File: src/rtl/ros2rapper_tx_pkg.sv
// Shared definitions for the ROS2 transmit scheduler: kind codes, FSM encoding, helpers.
// Optional round-robin arbitration is enabled by defining ROS2_TX_SCHED_RR_EN.
package ros2rapper_tx_pkg;

    localparam int NUM_KINDS = 8;
    localparam int KIND_W    = 3;

    typedef enum logic [KIND_W-1:0] {
        KIND_SPDP_WR     = 3'd0,
        KIND_SEDP_PUB_WR = 3'd1,
        KIND_SEDP_SUB_WR = 3'd2,
        KIND_SEDP_PUB_HB = 3'd3,
        KIND_SEDP_SUB_HB = 3'd4,
        KIND_SEDP_PUB_AN = 3'd5,
        KIND_SEDP_SUB_AN = 3'd6,
        KIND_APP_WR      = 3'd7
    } kind_e;

    typedef enum logic [1:0] {
        ST_IDLE      = 2'd0,
        ST_REQ       = 2'd1,
        ST_WAIT_DONE = 2'd2
    } state_e;

    function automatic logic [NUM_KINDS-1:0] kind_onehot(input logic [KIND_W-1:0] kind);
        logic [NUM_KINDS-1:0] oh;
        oh       = '0;
        oh[kind] = 1'b1;
        return oh;
    endfunction

endpackage

File: src/rtl/ros2rapper_tx_arbiter.sv
// Picks one pending packet kind. Fixed priority (lowest index wins) by default;
// with ROS2_TX_SCHED_RR_EN the search starts after the last granted kind.
module ros2rapper_tx_arbiter
    import ros2rapper_tx_pkg::*;
(
`ifdef ROS2_TX_SCHED_RR_EN
    input  logic                 i_clk,
    input  logic                 i_rst_n,
    input  logic                 i_load,
`endif
    input  logic [NUM_KINDS-1:0] i_req,
    output logic                 o_valid,
    output logic [KIND_W-1:0]    o_kind
);

    assign o_valid = |i_req;

`ifdef ROS2_TX_SCHED_RR_EN
    logic [KIND_W-1:0] ptr_q;
    logic [KIND_W-1:0] ptr_d;

    always_ff @(posedge i_clk or negedge i_rst_n) begin
        if (!i_rst_n) begin
            ptr_q <= 3'd7;
        end else begin
            ptr_q <= ptr_d;
        end
    end

    assign ptr_d = (i_load && o_valid) ? o_kind : ptr_q;

    // Offset 8 wraps to the pointer itself, so the last-granted kind is tried last.
    always_comb begin
        logic              found;
        logic [KIND_W-1:0] idx;
        found  = 1'b0;
        idx    = '0;
        o_kind = '0;
        for (int i = 1; i <= NUM_KINDS; i++) begin
            idx = ptr_q + KIND_W'(i);
            if (!found && i_req[idx]) begin
                o_kind = idx;
                found  = 1'b1;
            end
        end
    end
`else
    always_comb begin
        o_kind = '0;
        for (int k = NUM_KINDS - 1; k >= 0; k--) begin
            if (i_req[k]) begin
                o_kind = KIND_W'(k);
            end
        end
    end
`endif

endmodule

File: src/rtl/ros2rapper_tx_scheduler.sv
// Transmit scheduler: grants elapsed+enabled packet kinds to the packet generator,
// waits for completion (or timeout) and reloads the matching period counters.
// Arbitration mode is selected by ROS2_TX_SCHED_RR_EN (round-robin when defined).
module ros2rapper_tx_scheduler
    import ros2rapper_tx_pkg::*;
#(
    parameter int DONE_TIMEOUT = 4096
) (
    input  logic                 i_clk,
    input  logic                 i_rst_n,
    input  logic                 i_interval_elapsed,
    input  logic [NUM_KINDS-1:0] i_kind_elapsed,
    input  logic [NUM_KINDS-1:0] i_kind_enable,
    output logic [NUM_KINDS-1:0] o_cnt_set,
    output logic                 o_cnt_interval_set,
    output logic                 o_tx_start,
    output logic [KIND_W-1:0]    o_tx_kind,
    input  logic                 i_tx_ready,
    input  logic                 i_tx_done,
    output logic                 o_busy,
    output logic                 o_timeout,
    output state_e               o_fsm_state
);

    localparam int CNT_W = $clog2(DONE_TIMEOUT);

    // Handshake: o_tx_start is held with a stable o_tx_kind until the first cycle
    // i_tx_ready is high; that cycle transfers the request. i_tx_done only counts in WAIT_DONE.

    state_e              state_q, state_d;
    logic [KIND_W-1:0]   kind_q, kind_d;
    logic [CNT_W-1:0]    cnt_q, cnt_d;
    logic [NUM_KINDS-1:0] req;
    logic                gnt_valid;
    logic [KIND_W-1:0]   gnt_kind;
    logic                grant_fire;
    logic                cnt_last;
    logic                finish;

    assign req        = i_kind_elapsed & i_kind_enable;
    assign grant_fire = (state_q == ST_IDLE) && i_interval_elapsed && gnt_valid;
    assign cnt_last   = (cnt_q == CNT_W'(DONE_TIMEOUT - 1));
    assign finish     = (state_q == ST_WAIT_DONE) && (i_tx_done || cnt_last);

    ros2rapper_tx_arbiter u_arbiter (
`ifdef ROS2_TX_SCHED_RR_EN
        .i_clk   (i_clk),
        .i_rst_n (i_rst_n),
        .i_load  (grant_fire),
`endif
        .i_req   (req),
        .o_valid (gnt_valid),
        .o_kind  (gnt_kind)
    );

    always_ff @(posedge i_clk or negedge i_rst_n) begin
        if (!i_rst_n) begin
            state_q <= ST_IDLE;
            kind_q  <= '0;
            cnt_q   <= '0;
        end else begin
            state_q <= state_d;
            kind_q  <= kind_d;
            cnt_q   <= cnt_d;
        end
    end

    always_comb begin
        state_d = state_q;
        kind_d  = kind_q;
        cnt_d   = cnt_q;
        case (state_q)
            ST_IDLE: begin
                if (grant_fire) begin
                    state_d = ST_REQ;
                    kind_d  = gnt_kind;
                end
            end
            ST_REQ: begin
                if (i_tx_ready) begin
                    state_d = ST_WAIT_DONE;
                    cnt_d   = '0;
                end
            end
            ST_WAIT_DONE: begin
                if (finish) begin
                    state_d = ST_IDLE;
                    cnt_d   = '0;
                end else begin
                    cnt_d = cnt_q + CNT_W'(1);
                end
            end
            default: begin
                state_d = ST_IDLE;
            end
        endcase
    end

    // A done arriving on the timeout cycle wins, so no abort is reported then.
    always_comb begin
        o_tx_start         = (state_q == ST_REQ);
        o_tx_kind          = kind_q;
        o_busy             = (state_q != ST_IDLE);
        o_cnt_set          = finish ? kind_onehot(kind_q) : '0;
        o_cnt_interval_set = finish;
        o_timeout          = (state_q == ST_WAIT_DONE) && cnt_last && !i_tx_done;
        o_fsm_state        = state_q;
    end

endmodule

File: config.mk
export PLATFORM = sky130hd
export DESIGN_NAME = ros2rapper_tx_scheduler
export DESIGN_NICKNAME = d
export VERILOG_FILES = /design/src/rtl/ros2rapper_tx_pkg.sv /design/src/rtl/ros2rapper_tx_arbiter.sv /design/src/rtl/ros2rapper_tx_scheduler.sv
export SDC_FILE = /design/constraint.sdc
export NUM_CORES = 1
export LEC_CHECK = 0
export BUFFER_PORTS_ARGS = -buffer_cell sky130_fd_sc_hd__buf_2
export CORE_ASPECT_RATIO = 0.8
export CORE_MARGIN = 2
export CORE_UTILIZATION = 40
export CTS_BUF_LIST = sky130_fd_sc_hd__clkbuf_2 sky130_fd_sc_hd__clkbuf_4 sky130_fd_sc_hd__clkbuf_8
export CTS_CLUSTER_DIAMETER = 30
export DETAILED_ROUTE_END_ITERATION = 8
export PLACE_DENSITY = 0.66
export SLEW_MARGIN = 20
export SYNTH_ARGS = -nofsm -noshare
export SYNTH_HDL_FRONTEND = slang
export SYNTH_SLANG_ARGS = --single-unit
File: constraint.sdc
create_clock -name i_clk -period 2.1 [get_ports i_clk]
set_input_delay 0.42 -clock i_clk [delete_from_list [all_inputs] [get_ports i_clk]]
set_output_delay 0.42 -clock i_clk [all_outputs]
set_load 0.1 [all_outputs]
==> qor.yml <==
clkSlewWorstSetupHoldPaths_ns: 0.10
setup_slack_ns: -0.219
crit_start: "cnt_q[8]"
status: "complete, but fails checks"
first_pass_iters: 4
hold_path_class: "in -> async"
vias_per_cell: 5.70
cts_tree: "done"
crit_arrival_ns: 1.90
cts_hold_buffers: 0
start_util: 0.409
crit_path_end_kind: "primary output"
ir_worst_vdd_mv: 0.488
fin_area_um2: 1830
max-slew-margin-rel: 0.676
finalNonFillerCells: 228
synth_edf_count: 0
power_per_cell_area_nw_per_um2: 1050
finalPower_w: 0.00192
grt_pass1_wl_um: 5840
port_buffers: 37
cp.required_ns: 1.68
final_antenna_net_count: 0
yosysUniqueCellTypes: 41
cp_slowest_stage_delay_ns: 0.38
grt_overflow_total: 0
critical_path_class: "reg -> out"
syn_inst: 130
yosysWarnings: 0
period_share: 1.10
ioPinCount: 38
root_buffer: "clkbuf_4"
drv_slew: 0
die_w_um: 62.8
crit_chain: "nand4_1 > o31ai_4 > nand4b_1 > buf_4 > nor3_4 > buf_12"
insertion_delay_ns: 0.29
synth_area_leader_cell: "dfrtp_1"
final_cell_mix: "buf_2 (27), buf_4 (19), nand2_1 (16), o21ai_0 (12), dfrtp_1 (12)"
async_reset_ff_frac: 1.00
gp_congestion: 0.868
crit_slowest_cell: "dfrtp_1"
grt_use_total: 0.233
placement.cell_area_um2: 1730
leakage_nw: 0.827
fp.dieH_um: 51.0
violations: "setup timing"
layout_min_cycle_time_ns: 2.32
fp-row-count: 17
cts_buffer_depth: 2
die-area_um2: 3200
synth_top_area_frac: 0.385
antenna-diode-count: 0
whs_ns: 0.0264
htree_levels: 1
final_common_cell: "buf_2"
maxCapViolations: 0
seq_area_frac_synth: 0.385
grt_pass1_vias: 1223
ys_seq_elements: 17
drive_gt1_frac: 0.463
synth.area.top_cells: "dfrtp_1 (39%), nand2_1 (5.8%), o21ai_0 (5.4%), a21oi_1 (4.1%), nor2_1 (3.7%)"
crit_path_start_kind: "flip-flop"
dpl.hpwl_um: 2590
clock_skew_ns: 0.00745
placed_cells: 219
grt_max_degree: 18
synth_ff_type: "dfrtp_1"
r2r_start: "o_fsm_state[0]"
cts_buffers: 3
setup_viol: 8
wire_per_inst_um: 14.9
antenna_found_initial: 0
rsz0062_at_grt: "yes"
fmax_ghz: 0.431
worst_pin_slew_ns: 0.489
fp.coreArea_um2: 2700
synth_area_um2: 1100
hold_viol: 0
drt_iter0_drc: 83
nNetsFinal: 213
syn_to_final_growth_pct: 65.6
cts.sinks: 17
worstPathMaxFanout: 2
route.detailed.drc: 0
routed_wl_um: 3400
syn_area_per_cell_um2: 8.50
vias: 1300
syn_nets: 152
## cells in the mapped netlist, types with 2 or more instances
| cell | number |
|---|---|
| a21o_1 | 2 |
| and3_1 | 3 |
| nand2_1 | 17 |
| and4_1 | 2 |
| nand2b_1 | 3 |
| a22oi_1 | 4 |
| o31ai_1 | 2 |
| a32oi_1 | 2 |
| inv_1 | 4 |
| and2_1 | 2 |
| a22o_1 | 2 |
| nor4_1 | 2 |
| nand4_1 | 4 |
| a21oi_1 | 9 |
| nor2_1 | 11 |
| o21ai_0 | 12 |
| nand3_1 | 5 |
| mux2i_1 | 2 |
| nor3_1 | 4 |
| dfrtp_1 | 17 |
## registers in the layout, summed over array words and instances (netlist names)
signal	count
cnt_q	12
o_tx_kind	3
o_fsm_state	2
## layer usage
metal | wire length [um] | track usage | up-vias
met5 | 0 | 0 | -
met4 | 61 | 0.0704 | 0
met3 | 252 | 0.0507 | 8
met2 | 1640 | 0.366 | 60
met1 | 1440 | 0.323 | 611
li1 | - | - | 621
## final timing paths
check	slack, ns	endpoint	depth (start not counted)
max reg2reg	0.34	cnt_q[11]	4
min in group i_clk	0.32	o_fsm_state[0]	2
max in group asynchronous	1.77	o_tx_kind[0]	1
min reg2reg	0.59	cnt_q[9]	2
min	0.03	o_fsm_state[1]	1
max	-0.22	o_cnt_set[4]	6
## worst max-delay path, delay by kind of cell, from the launching register on
family	cells	cell delay (ns)
AOI/OAI and AO/OA	1	0.29
DFF	1	0.38
and+or+nand+nor	3	0.54
buffers and inverters	2	0.39
## where the power goes
group	switching, W	internal (W)
Combinational	0.000922	0.000293
Sequential	0.000114	0.000408
Clock	0.000101	0.0000868
Total	0.00114	0.000787
## stage by stage
step           setup slack [ns]  TNS, ns  utilization
3_5_place_dp             0.0300        0        0.640
6_report                 -0.219   -0.936        0.677
4_1_cts                  -0.212   -0.914        0.672
3_3_place_gp              0.118        0        0.640
2_1_floorplan            -0.582    -2.87            -
5_1_grt                  -0.296    -1.61        0.677
## layout make-up
class | instances | area (um2)
Fill cell | 231 | 872
Multi-Input combinational cell | 107 | 800
Timing Repair Buffer | 58 | 500
Sequential cell | 17 | 437
Tap cell | 38 | 47.5
Clock buffer | 4 | 30.0
Inverter | 4 | 15.0
## timing repair
item / CTS / global route
pin swaps: 6 / 2
endpoints found under the setup margin: 9 / 10
resized for setup: 6 / 2
buffers inserted: 4 / 1
## cell families (layout without fill, tap and decap cells)
family	after synthesis	after routing	share of synthesized area
and+or+nand+nor	62	62	0.297
AOI/OAI and AO/OA	40	40	0.243
DFF	17	17	0.385
buffers and inverters	6	66	0.0272
muxes	3	3	0.0283
adders and majority gates	1	1	0.0113
xor gates and xnor gates	1	1	0.00793
(Power assumes the default switching activity.)
